## src/rtl/sync_sched_pkg.sv

```systemverilog
// rtl/sync_sched_pkg.sv - shared types and constants for the pixel transaction scheduler
package sync_sched_pkg;

    typedef enum logic [2:0] {
        ST_IDLE  = 3'd0,
        ST_POP   = 3'd1,
        ST_ISSUE = 3'd2,
        ST_WAIT  = 3'd3,
        ST_DONE  = 3'd4
    } sched_state_t;

    localparam int PIX_W   = 44;
    localparam int COORD_W = 10;

    // fifo_q layout: {x, y, r, g, b}
    localparam int X_MSB = 43;
    localparam int X_LSB = 34;
    localparam int Y_MSB = 33;
    localparam int Y_LSB = 24;

    localparam int H_ACTIVE_DEF       = 640;
    localparam int V_ACTIVE_DEF       = 480;
    localparam int TIMEOUT_CYCLES_DEF = 1023;

endpackage

```

## src/rtl/sync_scheduler_if.sv

```systemverilog
// rtl/sync_scheduler_if.sv - FIFO and Homography handshake bundle seen by the scheduler
interface sync_scheduler_if;
    import sync_sched_pkg::*;

    logic               fifo_empty;
    logic [PIX_W-1:0]   fifo_q;
    logic               rdreq;
    logic               hom_req;
    logic [COORD_W-1:0] hom_x;
    logic [COORD_W-1:0] hom_y;
    logic               hom_busy;
    logic               hom_ready;

    modport master (
        input  fifo_empty, fifo_q, hom_busy, hom_ready,
        output rdreq, hom_req, hom_x, hom_y
    );

    modport slave (
        output fifo_empty, fifo_q, hom_busy, hom_ready,
        input  rdreq, hom_req, hom_x, hom_y
    );

endinterface

```

## src/rtl/pix_raster_counter.sv

```systemverilog
// rtl/pix_raster_counter.sv - expected raster position with line/frame wrap and frame_done pulse
module pix_raster_counter
    import sync_sched_pkg::*;
#(
    parameter int H_ACTIVE = H_ACTIVE_DEF,
    parameter int V_ACTIVE = V_ACTIVE_DEF
) (
    input  logic               clk_25,
    input  logic               rst_n,
    input  logic               advance,
    output logic [COORD_W-1:0] col,
    output logic [COORD_W-1:0] row,
    output logic               frame_done
);

    logic last_col;
    logic last_row;

    assign last_col = (col == COORD_W'(H_ACTIVE - 1));
    assign last_row = (row == COORD_W'(V_ACTIVE - 1));

    always_ff @(posedge clk_25 or negedge rst_n) begin
        if (!rst_n) begin
            col        <= '0;
            row        <= '0;
            frame_done <= 1'b0;
        end else begin
            frame_done <= advance && last_col && last_row;
            if (advance) begin
                if (last_col) begin
                    col <= '0;
                    row <= last_row ? '0 : row + 1'b1;
                end else begin
                    col <= col + 1'b1;
                end
            end
        end
    end

endmodule

```

## src/rtl/sync_scheduler.sv

```systemverilog
// rtl/sync_scheduler.sv - one-pixel-in-flight sequencer from FIFO pop to Homography result
// Optional watchdog in WAIT enabled by SYNC_SCHED_TIMEOUT_EN.
module sync_scheduler
    import sync_sched_pkg::*;
#(
    parameter int H_ACTIVE       = H_ACTIVE_DEF,
    parameter int V_ACTIVE       = V_ACTIVE_DEF,
    parameter int TIMEOUT_CYCLES = TIMEOUT_CYCLES_DEF
) (
    input  logic               clk_25,
    input  logic               rst_n,
    input  logic               enable,
    sync_scheduler_if.master   bus,
    output logic               busy,
    output logic [COORD_W-1:0] col,
    output logic [COORD_W-1:0] row,
    output logic               frame_done,
    output logic               order_err,
    output logic               proto_err,
    output logic               timeout_err
);

    sched_state_t state;
    sched_state_t state_next;

    logic         timeout_hit;
    logic         rdreq_d;
    logic         hom_req_d;
    logic         busy_d;
    logic         order_err_d;
    logic         proto_err_d;
    logic [23:0]  rgb_unused;

    assign rgb_unused = bus.fifo_q[Y_LSB-1:0];

`ifdef SYNC_SCHED_TIMEOUT_EN
    localparam int WD_W = $clog2(TIMEOUT_CYCLES + 1);
    logic [WD_W-1:0] wd_cnt;

    // wd_cnt holds the number of WAIT cycles already spent before this one
    assign timeout_hit = (state == ST_WAIT) && !bus.hom_ready &&
                         (wd_cnt == WD_W'(TIMEOUT_CYCLES - 1));

    always_ff @(posedge clk_25 or negedge rst_n) begin
        if (!rst_n) begin
            wd_cnt      <= '0;
            timeout_err <= 1'b0;
        end else begin
            if (state == ST_WAIT && state_next == ST_WAIT) begin
                wd_cnt <= wd_cnt + 1'b1;
            end else begin
                wd_cnt <= '0;
            end
            if (timeout_hit) begin
                timeout_err <= 1'b1;
            end
        end
    end
`else
    localparam int timeout_unused = TIMEOUT_CYCLES;
    assign timeout_hit = 1'b0;
    assign timeout_err = 1'b0;
`endif

    always_ff @(posedge clk_25 or negedge rst_n) begin
        if (!rst_n) begin
            state <= ST_IDLE;
        end else begin
            state <= state_next;
        end
    end

    always_comb begin
        state_next = state;
        case (state)
            ST_IDLE:  if (enable && !bus.fifo_empty) state_next = ST_POP;
            ST_POP:   state_next = ST_ISSUE;
            ST_ISSUE: if (!bus.hom_busy) state_next = ST_WAIT;
            ST_WAIT:  if (bus.hom_ready || timeout_hit) state_next = ST_DONE;
            ST_DONE:  state_next = ST_IDLE;
            default:  state_next = ST_IDLE;
        endcase
    end

    // Outputs are decoded from the next state so the registered copies line up with the state
    always_comb begin
        rdreq_d     = (state_next == ST_POP);
        hom_req_d   = (state_next == ST_ISSUE);
        busy_d      = (state_next != ST_IDLE);
        order_err_d = order_err ||
                      ((state == ST_POP) &&
                       ((bus.fifo_q[X_MSB:X_LSB] != col) || (bus.fifo_q[Y_MSB:Y_LSB] != row)));
        proto_err_d = proto_err || (bus.hom_ready && (state != ST_WAIT));
    end

    always_ff @(posedge clk_25 or negedge rst_n) begin
        if (!rst_n) begin
            bus.rdreq   <= 1'b0;
            bus.hom_req <= 1'b0;
            bus.hom_x   <= '0;
            bus.hom_y   <= '0;
            busy        <= 1'b0;
            order_err   <= 1'b0;
            proto_err   <= 1'b0;
        end else begin
            bus.rdreq   <= rdreq_d;
            bus.hom_req <= hom_req_d;
            busy        <= busy_d;
            order_err   <= order_err_d;
            proto_err   <= proto_err_d;
            if (state == ST_POP) begin
                bus.hom_x <= bus.fifo_q[X_MSB:X_LSB];
                bus.hom_y <= bus.fifo_q[Y_MSB:Y_LSB];
            end
        end
    end

    pix_raster_counter #(
        .H_ACTIVE (H_ACTIVE),
        .V_ACTIVE (V_ACTIVE)
    ) u_raster (
        .clk_25     (clk_25),
        .rst_n      (rst_n),
        .advance    (state == ST_DONE),
        .col        (col),
        .row        (row),
        .frame_done (frame_done)
    );

endmodule
```

## src/flat_wrapper.sv

```systemverilog
// flat-port wrapper written by rule: the top's interface ports become plain ports
module sync_scheduler_flat import sync_sched_pkg::*;
#(
    parameter int H_ACTIVE       = H_ACTIVE_DEF,
    parameter int V_ACTIVE       = V_ACTIVE_DEF,
    parameter int TIMEOUT_CYCLES = TIMEOUT_CYCLES_DEF
)
  (clk_25, rst_n, enable, busy, col, row, frame_done, order_err, proto_err, timeout_err, bus_fifo_empty, bus_fifo_q, bus_hom_busy, bus_hom_ready, bus_rdreq, bus_hom_req, bus_hom_x, bus_hom_y);
  sync_scheduler_if bus_i ();
  input  logic clk_25;
  input  logic rst_n;
  input  logic enable;
  output logic busy;
  output logic [COORD_W-1:0] col;
  output logic [COORD_W-1:0] row;
  output logic frame_done;
  output logic order_err;
  output logic proto_err;
  output logic timeout_err;
  input wire logic [$bits(bus_i.fifo_empty)-1:0] bus_fifo_empty;
  input wire logic [$bits(bus_i.fifo_q)-1:0] bus_fifo_q;
  input wire logic [$bits(bus_i.hom_busy)-1:0] bus_hom_busy;
  input wire logic [$bits(bus_i.hom_ready)-1:0] bus_hom_ready;
  output wire logic [$bits(bus_i.rdreq)-1:0] bus_rdreq;
  output wire logic [$bits(bus_i.hom_req)-1:0] bus_hom_req;
  output wire logic [$bits(bus_i.hom_x)-1:0] bus_hom_x;
  output wire logic [$bits(bus_i.hom_y)-1:0] bus_hom_y;
  assign bus_i.fifo_empty = bus_fifo_empty;
  assign bus_i.fifo_q = bus_fifo_q;
  assign bus_i.hom_busy = bus_hom_busy;
  assign bus_i.hom_ready = bus_hom_ready;
  assign bus_rdreq = bus_i.rdreq;
  assign bus_hom_req = bus_i.hom_req;
  assign bus_hom_x = bus_i.hom_x;
  assign bus_hom_y = bus_i.hom_y;
  sync_scheduler #(.H_ACTIVE(H_ACTIVE), .V_ACTIVE(V_ACTIVE), .TIMEOUT_CYCLES(TIMEOUT_CYCLES)) u_core (.clk_25(clk_25), .rst_n(rst_n), .enable(enable), .bus(bus_i), .busy(busy), .col(col), .row(row), .frame_done(frame_done), .order_err(order_err), .proto_err(proto_err), .timeout_err(timeout_err));
endmodule
```

## config.mk

```make
export PLATFORM = sky130hd
export DESIGN_NAME = sync_scheduler_flat
export DESIGN_NICKNAME = d
export VERILOG_FILES = /design/src/rtl/sync_sched_pkg.sv /design/src/rtl/sync_scheduler_if.sv /design/src/rtl/pix_raster_counter.sv /design/src/rtl/sync_scheduler.sv /design/src/flat_wrapper.sv
export SDC_FILE = /design/constraint.sdc
export NUM_CORES = 1
export LEC_CHECK = 0
export BUFFER_PORTS_ARGS = -buffer_cell sky130_fd_sc_hd__buf_2
export CAP_MARGIN = 20
export CORE_MARGIN = 8
export CORE_UTILIZATION = 44
export DETAILED_ROUTE_END_ITERATION = 10
export PLACE_DENSITY = 0.79
export SYNTH_ARGS = -nofsm -noshare
export SYNTH_HDL_FRONTEND = slang
export SYNTH_HIERARCHICAL = 1
export SYNTH_SLANG_ARGS = --single-unit
```

## constraint.sdc

```tcl
create_clock -name clk_25 -period 2.85 [get_ports clk_25]
set_input_delay 0.57 -clock clk_25 [delete_from_list [all_inputs] [get_ports clk_25]]
set_output_delay 0.57 -clock clk_25 [all_outputs]
set_load 0.01 [all_outputs]
```

==> reports/summary.txt <==
Status -> finished clean
TritonCTS clock tree -> yes
RSZ-0062 raised after global routing -> false
Ys flop type -> dfrtp_1
Worst path required time -> 3.03 ns
Max incr delay on CP -> 0.47 ns
Distinct cells, synth -> 43
Die area -> 0.00818 sq mm
Main area contributors after synthesis -> dfrtp_1, mux2_4, xnor2_1
Vias -> 1800
Seq cells post-synth -> 49
Max-slew violations -> 0
Placed cells -> 342
Ports -> 97
Critical Path End Type -> register
CP Depth -> 6
Largest net degree at the start of global routing -> 43
Mapped Area -> 0.00244 sq mm
FMAX -> 479 MHz
Count leader, synth -> dfrtp_1
Core area -> 0.00544 sq mm
Worst r2r path cells -> 6
Post-route DRC -> 0
Detail Route Antenna Nets -> 0
Final Cycle Share -> 0.733
Final setup margin -> 0.761 ns
Clock tree sinks -> 49
FF-to-FF End -> u_core/u_raster/row[8]$_DFFE_PN0P_
Dominant cell type by area after synthesis -> dfrtp_1
Worst Hold Class -> primary input to asynchronous set/reset pin
Antenna diodes -> 0
Worst-path fanout max -> 7
Final HPWL DP -> 4410 um
First-pass GRT wire length -> 9450 um
Vias in the first global route -> 1874
Total GRT Usage -> 0.142
Tmin final -> 2.09 ns
Synth top area share -> 0.503
Setup TNS -> 0 ns
Width of the chip -> 90.4 um
Non-filler cells, final -> 350
End of the critical path -> u_core/u_raster/row[8]$_DFFE_PN0P_
Vias per cell -> 5.14
Final WL -> 5720 um
Max-capacitance violation count -> 0
Crit start category -> register
VDD IR max -> 313 uV
Resized cells post-CTS -> 0
Fin nets -> 329
Leak -> 1.34 nW
Cell Rows -> 27
Arrival time worst endpoint -> 2.26 ns
Gpl congestion -> 0.838
Buffers & Inverters on Critical Path -> 0
Synth Area per Inst -> 12.0 sq um
R2R Path Start -> u_core/state[0]$_DFF_PN0_
Starting Density -> 0.448
# setup viols final -> 0
Crit path kind -> register to register
Final Skew -> 0.0118 ns
Initial antenna violation count -> 0
Utilization after layout -> 0.538
Most frequent cells after synthesis -> dfrtp_1, xnor2_1, mux2_4, nand2_1, nand4_1
Worst skew pair latency -> 0.30 ns
Cell family with most CP delay -> simple AND/OR/NAND/NOR gates
Clk buf depth -> 2
Synth warn -> 6
Slew HR -> 0.379
Syn nets -> 255
Routed len/inst -> 16.3 um
DRT Pass-1 Iters -> 4
Grt total ovfl -> 0
Final Hold Viols -> 0
Slew @ Worst Pin -> 0.931 ns
Hold-fix buffers, CTS -> 0
EDFF count, synth -> 0
Setup crit start -> u_core/state[0]$_DFF_PN0_
CP cell instances -> nor2_1 > and2_1 > and3_1 > nand3_2 > o41ai_1 > o31ai_1
Synthesized instance count -> 203
Register area share after synthesis -> 0.503
FFs w/ async S/R, synth -> 1.00
Power per Cell Area -> 769 mW/mm^2
Total CTS buffers -> 5
Drt initial violations -> 86
H-Tree Depth -> 2
Die height -> 90.4 um
Share of cells above drive strength 1 -> 0.399
Power, Total -> 2.25 mW
Port-buffer cells -> 71
Clock root buffer master -> clkbuf_8
Post-CTS setup buffers -> 0
Setup slack at placement -> 0.795 ns
Slowest cell on crit path -> dfrtp_1
Area growth, synth to finish -> 20.0%
R2r setup slk -> 0.76 ns
Worst-path clk slew -> 0.09 ns
how the worst min path moves through the flow:
stage	to	cells past startpoint	startpoint	slack, ns
2_1_floorplan	u_core/bus.hom_req$_DFF_PN0_	0	rst_n	0.27
3_3_place_gp	u_core/proto_err$_DFF_PN0_	1	u_core/proto_err$_DFF_PN0_	0.45
3_5_place_dp	u_core/proto_err$_DFF_PN0_	1	u_core/proto_err$_DFF_PN0_	0.45
4_1_cts	u_core/u_raster/row[2]$_DFFE_PN0P_	1	rst_n	0.43
5_1_grt	u_core/u_raster/row[7]$_DFFE_PN0P_	1	rst_n	0.46
6_report	u_core/u_raster/row[2]$_DFFE_PN0P_	1	rst_n	0.40
cell families (layout without fill, tap and decap cells):
family	Yosys count	count (layout)	share of synthesized area
AOI/OAI and AO/OA	24	24	0.0600
buffers and inverters	9	84	0.0277
muxes	23	23	0.134
DFF	49	49	0.503
other	1	1	0.00154
and+or+nand+nor	67	67	0.163
adders and majority gates	2	2	0.0103
xor gates and xnor gates	28	28	0.101
sequential cells by signal, indices dropped and copies added (netlist names):
register	flops
u_core/order_err	1
u_core/bus.hom_y	10
u_core/bus.hom_req	1
u_core/proto_err	1
u_core/bus.rdreq	1
u_core/busy	1
u_core/bus.hom_x	10
u_core/state	3
u_core/u_raster/row	10
u_core/u_raster/col	10
u_core/u_raster/frame_done	1
per-layer routing:
layer	vias up	global-route usage	wire length (um)
li1	872	-	-
met3	12	0.0490	431
met1	856	0.164	2370
met5	-	0	0
met4	0	0.0541	131
met2	60	0.236	2780
cells in the final DEF, fill, tap and decap left out, types with 2 or more instances in the layout:
master	Yosys	layout
buf_2	0	71
dfrtp_1	49	49
xnor2_1	26	26
mux2_4	19	19
nand2_1	14	14
nand4_1	12	12
nor2_1	8	8
a21oi_1	7	7
nand3_1	7	7
clkbuf_8	0	5
o21ai_0	5	5
nor3_1	3	3
nand2b_1	3	3
inv_1	3	3
o31ai_1	3	3
clkinv_2	0	2
mux2_2	2	2
nor4_1	2	2
xor2_1	2	2
and2_1	2	2
buf_4	3	2
nand3_2	2	2
or3_1	2	2
mux2i_1	2	2
o21ai_1	2	2
a31oi_1	2	2
ha_1	2	2
final cells by class:
class	count	area, sq um
fillers	487	2510
clock inverters	2	10.0
repair buffers	73	370
well taps	72	90.1
flip-flops and latches	49	1230
clock buffers	6	72.6
inverters	3	11.3
multi-input cells	145	1140
report_power, final:
group	total (mW)	internal [mW]	switching (mW)	leakage [nW]
combinational	0.815	0.469	0.346	0.679
clock	0.392	0.170	0.222	0.0450
sequential	1.04	0.892	0.149	0.619
stage by stage:
step,cell area (sq um),hold WS (ns)
global route,2930,0.461
CTS,2930,0.435
global placement,2840,0.449
finish,2930,0.398
detailed placement,2840,0.450
floorplan,2440,0.274
worst reg2reg max path, cell delays in order (launching register included):
cell     delay (ns)
dfrtp_1        0.47
nor2_1         0.20
and2_1         0.26
and3_1         0.32
nand3_2        0.19
o41ai_1        0.42
o31ai_1        0.13
No activity file was read; power rests on OpenSTA's default activity.
